==> config.mk <==
export PLATFORM = sky130hd
export DESIGN_NAME = stk_client
export DESIGN_NICKNAME = d
export VERILOG_FILES = /design/src/rtl/stk_pkg.sv /design/src/rtl/stk_client_tagq.sv /design/src/rtl/stk_client.sv
export SDC_FILE = /design/constraint.sdc
export NUM_CORES = 1
export LEC_CHECK = 0
export ABC_AREA = 1
export CAP_MARGIN = 0
export CORE_ASPECT_RATIO = 1.1
export CORE_MARGIN = 2
export CORE_UTILIZATION = 53
export DETAILED_ROUTE_END_ITERATION = 8
export PLACE_DENSITY = 0.92
export SLEW_MARGIN = 40
export SYNTH_ARGS = -nofsm -noshare
export SYNTH_HDL_FRONTEND = slang
export SYNTH_SLANG_ARGS = --single-unit
==> constraint.sdc <==
create_clock -name clk -period 5.09 [get_ports clk]
set_input_delay 0.7635 -clock clk [delete_from_list [all_inputs] [get_ports clk]]
set_output_delay 0.7635 -clock clk [all_outputs]
set_load 0.1 [all_outputs]
==> src/rtl/stk_pkg.sv <==
// Shared types for the stack-engine command/response interface.
//   opcode_t  : host/stack command opcode
//   engid_t   : stack engine identifier
//   status_t  : stack response status
//   cmd_tag_t : per-command tag kept while a command is in flight
package stk_pkg;

  localparam int OPCODE_W = 2;
  localparam int ENGID_W  = 2;
  localparam int STATUS_W = 2;

  typedef enum logic [OPCODE_W-1:0] {
    OPCODE_NOP  = 2'd0,
    OPCODE_PUSH = 2'd1,
    OPCODE_POP  = 2'd2,
    OPCODE_INV  = 2'd3
  } opcode_t;

  typedef logic [ENGID_W-1:0] engid_t;

  typedef enum logic [STATUS_W-1:0] {
    STATUS_OKAY     = 2'd0,
    STATUS_ERRFULL  = 2'd1,
    STATUS_ERREMPTY = 2'd2,
    STATUS_RSVD     = 2'd3
  } status_t;

  typedef struct packed {
    opcode_t opcode;
    engid_t  engid;
  } cmd_tag_t;

  localparam int CMD_TAG_W = $bits(cmd_tag_t);

endpackage

==> src/rtl/stk_client_tagq.sv <==
// In-order tag FIFO for commands in flight.
//   clk, arst_n : clock, asynchronous active-low reset
//   push, wdata : write one entry (ignored when full)
//   pop, rdata  : drop head entry (ignored when empty); rdata shows the head
//   full, empty : occupancy flags
//   count       : current occupancy, 0..Depth
// Depth must be a power of two so pointers wrap naturally.
module stk_client_tagq #(
  parameter int unsigned Width = 4,
  parameter int unsigned Depth = 8,
  localparam int unsigned PtrW = $clog2(Depth),
  localparam int unsigned CntW = PtrW + 1
) (
  input  logic            clk,
  input  logic            arst_n,
  input  logic            push,
  input  logic [Width-1:0] wdata,
  input  logic            pop,
  output logic [Width-1:0] rdata,
  output logic            full,
  output logic            empty,
  output logic [CntW-1:0] count
);

  logic [Width-1:0] mem [Depth];
  logic [PtrW-1:0]  wr_ptr_q, rd_ptr_q;
  logic [CntW-1:0]  count_q;
  logic             do_push, do_pop;

  assign full    = (count_q == CntW'(Depth));
  assign empty   = (count_q == '0);
  assign count   = count_q;
  assign rdata   = mem[rd_ptr_q];
  assign do_push = push && !full;
  assign do_pop  = pop && !empty;

  always_ff @(posedge clk or negedge arst_n) begin
    if (!arst_n) begin
      wr_ptr_q <= '0;
      rd_ptr_q <= '0;
      count_q  <= '0;
    end else begin
      if (do_push) wr_ptr_q <= wr_ptr_q + 1'b1;
      if (do_pop)  rd_ptr_q <= rd_ptr_q + 1'b1;
      unique case ({do_push, do_pop})
        2'b10:   count_q <= count_q + 1'b1;
        2'b01:   count_q <= count_q - 1'b1;
        default: count_q <= count_q;
      endcase
    end
  end

  // Storage needs no reset: entries are only read when count says they are valid.
  always_ff @(posedge clk) begin
    if (do_push) mem[wr_ptr_q] <= wdata;
  end

endmodule

==> src/rtl/stk_client.sv <==
// Initiator side of the stack-engine interface.
//   req_*        : host request in (valid/ready)
//   cmd_*        : registered command to stack engines (valid/ready)
//   rsp_*        : in-order stack responses (no backpressure)
//   hst_*        : registered completed responses to host (single-cycle pulse)
//   err_*_cnt    : saturating ERRFULL / ERREMPTY counters
//   err_inv      : sticky, an INV request was accepted
//   err_spurious : sticky, a response arrived with nothing in flight
module stk_client
  import stk_pkg::*;
#(
  parameter int unsigned W          = 32,
  parameter int unsigned INFLIGHT_N = 8,
  parameter int unsigned CNT_W      = 16
) (
  input  logic                clk,
  input  logic                arst_n,
  input  logic                req_vld,
  input  logic [OPCODE_W-1:0] req_opcode,
  input  logic [ENGID_W-1:0]  req_engid,
  input  logic [W-1:0]        req_dat,
  output logic                req_rdy,
  output logic                cmd_vld,
  output logic [OPCODE_W-1:0] cmd_opcode,
  output logic [ENGID_W-1:0]  cmd_engid,
  output logic [W-1:0]        cmd_dat,
  input  logic                cmd_rdy,
  input  logic                rsp_vld,
  input  logic [STATUS_W-1:0] rsp_status,
  input  logic [W-1:0]        rsp_dat,
  output logic                hst_vld,
  output logic [OPCODE_W-1:0] hst_opcode,
  output logic [ENGID_W-1:0]  hst_engid,
  output logic [STATUS_W-1:0] hst_status,
  output logic [W-1:0]        hst_dat,
  output logic [CNT_W-1:0]    err_full_cnt,
  output logic [CNT_W-1:0]    err_empty_cnt,
  output logic                err_inv,
  output logic                err_spurious
);

  localparam int unsigned OccW = $clog2(INFLIGHT_N) + 1;

  logic                 req_fire, req_fwd, cmd_fire, rsp_take;
  logic [OccW-1:0]      inflight_cnt, reserved;
  logic                 tagq_full, tagq_empty;
  logic [CMD_TAG_W-1:0] push_tag, head_raw;
  cmd_tag_t             head_tag;

  // A valid command register holds a slot that the tag queue has not seen yet.
  assign reserved = inflight_cnt + OccW'(cmd_vld);
  assign req_rdy  = (!cmd_vld || cmd_rdy) && (reserved < OccW'(INFLIGHT_N)) && !tagq_full;
  assign req_fire = req_vld && req_rdy;
  assign req_fwd  = req_fire && (req_opcode != OPCODE_INV);
  assign cmd_fire = cmd_vld && cmd_rdy;
  assign rsp_take = rsp_vld && !tagq_empty;
  assign push_tag = {cmd_opcode, cmd_engid};
  assign head_tag = cmd_tag_t'(head_raw);

  stk_client_tagq #(
    .Width (CMD_TAG_W),
    .Depth (INFLIGHT_N)
  ) u_tagq (
    .clk    (clk),
    .arst_n (arst_n),
    .push   (cmd_fire),
    .wdata  (push_tag),
    .pop    (rsp_take),
    .rdata  (head_raw),
    .full   (tagq_full),
    .empty  (tagq_empty),
    .count  (inflight_cnt)
  );

  // Command stage: req_fwd only fires when the register is free or draining.
  always_ff @(posedge clk or negedge arst_n) begin
    if (!arst_n) begin
      cmd_vld    <= 1'b0;
      cmd_opcode <= '0;
      cmd_engid  <= '0;
      cmd_dat    <= '0;
    end else if (req_fwd) begin
      cmd_vld    <= 1'b1;
      cmd_opcode <= req_opcode;
      cmd_engid  <= req_engid;
      cmd_dat    <= (req_opcode == OPCODE_PUSH) ? req_dat : '0;
    end else if (cmd_fire) begin
      cmd_vld <= 1'b0;
    end
  end

  // Response stage, counters and sticky flags.
  always_ff @(posedge clk or negedge arst_n) begin
    if (!arst_n) begin
      hst_vld       <= 1'b0;
      hst_opcode    <= '0;
      hst_engid     <= '0;
      hst_status    <= '0;
      hst_dat       <= '0;
      err_full_cnt  <= '0;
      err_empty_cnt <= '0;
      err_inv       <= 1'b0;
      err_spurious  <= 1'b0;
    end else begin
      hst_vld <= rsp_take;
      if (rsp_take) begin
        hst_opcode <= head_tag.opcode;
        hst_engid  <= head_tag.engid;
        hst_status <= rsp_status;
        hst_dat    <= (head_tag.opcode == OPCODE_POP && rsp_status == STATUS_OKAY) ?
                      rsp_dat : '0;
        if (rsp_status == STATUS_ERRFULL && err_full_cnt != '1) begin
          err_full_cnt <= err_full_cnt + CNT_W'(1);
        end
        if (rsp_status == STATUS_ERREMPTY && err_empty_cnt != '1) begin
          err_empty_cnt <= err_empty_cnt + CNT_W'(1);
        end
      end
      if (req_fire && req_opcode == OPCODE_INV) err_inv <= 1'b1;
      if (rsp_vld && tagq_empty)                err_spurious <= 1'b1;
    end
  end

endmodule

# After elaboration in Yosys (flattened, before gate mapping)
# Memories as Yosys holds them, arrays and structs flattened.
# Index checks and enable logic that the tools add are counted.
# Widths: inputs -> output; s select.
[word_totals]
mem_count = 1
reg_bits = 120
wordCells = 66
mem_bits_rw = 32
out_inout_bits = 111
[mem_list]
columns = ["name", "depth", "word_bits", "rd", "rd_ports_with_merged_regs", "write_ports", "line", "source"]
rows = [
  ["u_tagq.mem", 8, 4, 1, 0, 1, "stk_client_tagq.sv:25", "logic [Width-1:0] mem [Depth];"],
]
[op_classes]
n_eq_ne = 11
addsub = 7
n_lt_le_gt_ge = 1
mux = 7
reduce_logical = 23
[ops]
columns = ["cell", "count"]
rows = [
  ["$mux 32", 2],
  ["$add 16x1->16 const B", 2],
  ["$ne 16x16->1 const B", 2],
  ["$logic_and 1x1->1", 13],
  ["$eq 2x2->1 const B", 4],
  ["$pmux 4 s2", 1],
  ["$add 3x1->3 const B", 2],
  ["$eq 2x1->1 const B", 3],
  ["$add 4x1->4", 1],
  ["$add 4x1->4 const B", 1],
  ["$eq 4x4->1 const B", 1],
  ["$logic_not 4->1", 1],
  ["$lt 4x4->1 const B", 1],
  ["$mux 1", 4],
  ["$reduce_and 2->1", 2],
  ["$reduce_bool 2->1", 2],
  ["$sub 4x1->4 const B", 1],
  ["$logic_not 1->1", 3],
  ["$logic_not 2->1", 1],
  ["$ne 2x2->1 const B", 1],
  ["$logic_or 1x1->1", 1],
]

# Depth between registers and ports, before layout
[logic_depth]
ltp_word = 7
ltp_mapped = 11

# Hierarchy
# From an unflattened synthesis, not the netlist that was laid out.
[unflattened]
hier_cells = 867
area_unflattened_um2 = 7223.2
[modules_own_cells]
columns = ["module", "seq_area_each_um2", "n_inst", "area_each_um2", "cells_per_inst"]
rows = [
  ["stk_client", 2752.6, 1, 5182.5, 647],
  ["stk_client_tagq", 1211.2, 1, 2040.7, 220],
]

# Worst setup path after synthesis
# No wires, ideal clock.
[synth_path]
path_type = "register -> output"
from = "register cmd_vld"
to = "output port req_rdy"
n_path_buf = 0
path_stages_with_launch = 5
arrival_time_ps = 2609
path_slack_ps = 1718
cell_sequence = "dfrtp_1 nand2_1 nor2_2 o21ai_2 nor2_1"
[synth_via]
elab_chain_len = 4
word_cells_on_any_way = 6
[synth_lines]
columns = ["element", "line", "source"]
rows = [
  ["from (decl)", "stk_client.sv:23", "output logic cmd_vld,"],
  ["from (signal assigned)", "stk_client.sv:78", "cmd_vld <= 1'b0;"],
  ["from (signal assigned)", "stk_client.sv:83", "cmd_vld <= 1'b1;"],
  ["from (signal assigned)", "stk_client.sv:88", "cmd_vld <= 1'b0;"],
  ["$add 4x1->4 or $logic_not 1->1 (tied branches)", "stk_client.sv:51, stk_client.sv:52", ""],
  ["$lt 4x4->1 or $logic_or 1x1->1 (tied branches)", "stk_client.sv:52", "assign req_rdy = (!cmd_vld || cmd_rdy) && (reserved < OccW'(INFLIGHT_N)) && !tagq_full;"],
  ["$logic_and 1x1->1 * (2 in a row)", "stk_client.sv:52", ""],
  ["to (decl)", "stk_client.sv:22", "output logic req_rdy,"],
]
# Every way passes the cells marked *; elsewhere a longest branch is shown, timed or not.

# Final worst setup path
[layout_path]
from = "input port cmd_rdy"
to = "output port req_rdy"
[layout_via]
elab_chain_len = 3
[layout_lines]
columns = ["element", "line", "source"]
rows = [
  ["from (decl)", "stk_client.sv:27", "input logic cmd_rdy,"],
  ["$logic_or 1x1->1", "stk_client.sv:52", ""],
  ["$logic_and 1x1->1 (2 in a row)", "stk_client.sv:52", ""],
]
# No other way between the ends.

==> key figures <==
Setup path
  • Critical path arrival: 2.10 ns
  • CP peak stage delay: 0.50 ns
  • CP top delay family: buffers and inverters
  • Top cell by count, worst path: nor2_1
  • Slowest CP cell: clkdlybuf4s50_1
  • Bufs and invs on worst path: 3
  • Critical Path, Cell by Cell: clkdlybuf4s50_1 > nor2_1 > inv_1 > o21ai_2 > nor2_1 > buf_2
  • Worst setup path class: primary input to primary output
  • Startpoint class of the critical path: primary input
  • Critical path peak fanout: 2
  • Worst Path Required: 4.33 ns
  • CP endpoint kind: primary output

Global routing
  • Global-route wire length before repair: 26.8 mm
  • Initial antenna violation count: 0
  • Vias in the first global route: around 5.8k
  • GRT Total Usage: 23.2%
  • Largest net degree at the start of global routing: 56
  • Grt ovf: 0

Min path
  • Hold Path Class: primary input to asynchronous set/reset pin

Layout
  • Final design utilization: approximately two thirds
  • Fill cells: around 1.1k
  • Commonest non-fill, non-tap cells in the layout: 350 x nand2_1, 120 x dfrtp_1, 111 x buf_2
  • Layout Nets: 1106
  • Area Growth Syn to Fin: 26.4%
  • Most common cell after layout, fill and taps aside: nand2_1
  • Share of cells above drive strength 1: 15.9%
  • # diodes: 0

CTS
  • CTS H-Tree Depth: 4
  • Root Buffer: clkbuf_16
  • Post-CTS Hold Buffers: 0
  • Clk sinks: 152
  • Setup Buffers After CTS: 0
  • TritonCTS clock tree: yes
  • CTS buffer count: 17
  • Clk slew on worst S/H paths: 0.06 ns
  • CTS max path bufs: 2
  • Latest clock arrival within the worst-skew pair: approximately 0.42 ns
  • # resized after CTS: 0

STA
  • Slew headroom: 51.0%
  • Setup Skew: 0.00906 ns
  • Final Critical Period: 2.87 ns
  • Final worst path period share: approximately 56%
  • Setup violators final: 0
  • Setup TNS: 0 ns
  • Unrepaired setup endpoints after global routing: no
  • Fin. Hold Viols: 0
  • Max-slew violations: 0
  • Max Fclk: approximately 350 MHz
  • Slew @ Worst Pin: 0.733 ns
  • Worst setup margin: 2.22 ns
  • Hold WS: 0.223 ns

Placement
  • Dpl hpwl: roughly 11 mm
  • Dpl ws: 1.97 ns
  • I/O Buffers: 185
  • Gpl congestion: just over 0.9

Synthesis
  • Syn Nets: 924
  • Largest family of logic cells by synthesized area: simple AND/OR/NAND/NOR gates
  • Post-synthesis mux area share: 0%
  • Seq cells post-synth: 152
  • Ys Warns: 0
  • Compound-Gate Fraction of Synth Area: 2.31%
  • Main synth FF type: dfrtp_1
  • Synth Instances: 842
  • Mean Syn Cell Area: ~8.4 um2
  • Sequential area share after synthesis: 55.8%
  • Number of synthesized flops with an enable pin: 32
  • Post-synth ARST share: approximately four fifths
  • Post-Synth Simple-Gate Area: approximately 30%
  • Xor/xnor share of the synthesized area: 3.70%
  • Cell Area, Synth: 7110 um2
  • Synth cell types: 31
  • Post-Synth Adder-Cell Area: 1.23%

Detailed routing
  • ANT nets after route: 0
  • First-pass detailed-route iteration total: 5
  • Total number of vias: approximately 6.1k
  • Total routed wirelength: 16.1 mm
  • Detailed router's first-iteration violation count: 344
  • Post-DR wirelength/cell: 13.4 um
  • DRC Markers: 0
  • Vias per cell: 5.06

Power and ir drop
  • Total chip power: 0.00562 W
  • P_leak: around 4.8 nW
  • Peak VDD IR: 0.000594 V
  • Pwr per Cell Area: approximately 630 nW/um2

Run
  • Max_cap viols: 0

Die
  • Die Span X: approximately 110 um
  • Core area: 13200 um2
  • Starting Density: 54.0%
  • Die area: 14400 um2
  • Die Ht: 125 um
  • I/O pins: 186
  • Core Rows: 44

Status
  • Status: finished, final reports clean
-- registers in the layout (all words and copies together) (netlist names) --
name,count
cmd_dat,32
hst_dat,32
u_tagq.mem,32
err_empty_cnt,16
err_full_cnt,16
u_tagq.count,4
u_tagq.rd_ptr_q,3
u_tagq.wr_ptr_q,3
cmd_engid,2
cmd_opcode,2
hst_engid,2
hst_opcode,2
hst_status,2
cmd_vld,1
err_inv,1
err_spurious,1
hst_vld,1
-- through the flow --
| stage | area, um2 | cells |
|---|---|---|
| after floorplan | 7110 | 842 |
| final | 8990 | 1198 |
| after global placement | 8980 | 1164 |
| after CTS | 8990 | 1198 |
| after global routing | 8990 | 1198 |
| after detailed placement | 8450 | 1166 |
-- where the power goes --
| part | internal, W | switching (W) | total (W) | leakage [nW] |
|---|---|---|---|---|
| logic | 0.000471 | 0.00220 | 0.00267 | 2.63 |
| clock network | 0.000670 | 0.000482 | 0.00115 | 0.261 |
| registers | 0.00154 | 0.000254 | 0.00180 | 1.88 |
-- cells by family after synthesis --
group,count (synthesis)
xor gates and xnor gates,30
and+or+nand+nor,522
AOI/OAI and AO/OA,28
buffers and inverters,103
adders and majority gates,7
DFF,152
-- area by class of cell --
type,count,area (um2),area share [%]
clock buffers,20,437,4.86
multi-input cells,587,2660,29.6
flip-flops and latches,152,3960,44.1
clock inverters,12,103,1.14
inverters,75,282,3.13
well taps,161,201,2.24
repair buffers,191,1350,15.0
-- per-layer routing --
layer  global-route usage, %  vias to the layer above  part of all wire (%)
li1                        -                     2995                     -
met3                    5.96                       19                   6.5
met2                    39.2                      201                    49
met5                       0                        -                     0
met1                    29.1                     2845                    43
met4                    7.75                        0                   1.3
-- cell usage after synthesis, types with 2 or more instances --
| cell type | n | area share, % |
|---|---|---|
| nor3_2 | 2 | 0.28 |
| dfrtp_1 | 120 | 42 |
| o21bai_1 | 2 | 0.21 |
| ha_1 | 7 | 1.2 |
| nand2_2 | 2 | 0.18 |
| clkbuf_1 | 7 | 0.37 |
| buf_2 | 4 | 0.28 |
| nor3_1 | 5 | 0.35 |
| o211ai_1 | 5 | 0.53 |
| inv_1 | 70 | 3.7 |
| inv_2 | 5 | 0.26 |
| nand3_1 | 65 | 4.6 |
| edfxtp_1 | 32 | 14 |
| nor2_1 | 80 | 4.2 |
| xnor2_1 | 14 | 1.7 |
| nor2_2 | 2 | 0.18 |
| buf_6 | 11 | 1.7 |
| buf_4 | 6 | 0.63 |
| xor2_1 | 16 | 2.0 |
| nand4_1 | 9 | 0.79 |
| nand2_1 | 350 | 18 |
| nand3_2 | 2 | 0.28 |
| o21ai_0 | 18 | 1.3 |
-- path summary, 6_finish.rpt --
kind	startpoint	endpoint	slack (ns)	cells after the start
max	cmd_rdy	req_rdy	2.22	6
min	arst_n	err_full_cnt[11]	0.22	1
max reg2reg	u_tagq.count[0]	u_tagq.count[2]	2.41	10
min reg2reg	err_spurious	err_spurious	0.47	1
max in group asynchronous	arst_n	u_tagq.rd_ptr_q[0]	3.86	2
min in group clk	err_spurious	err_spurious	0.47	1
Power figures use the tool's default switching activity.
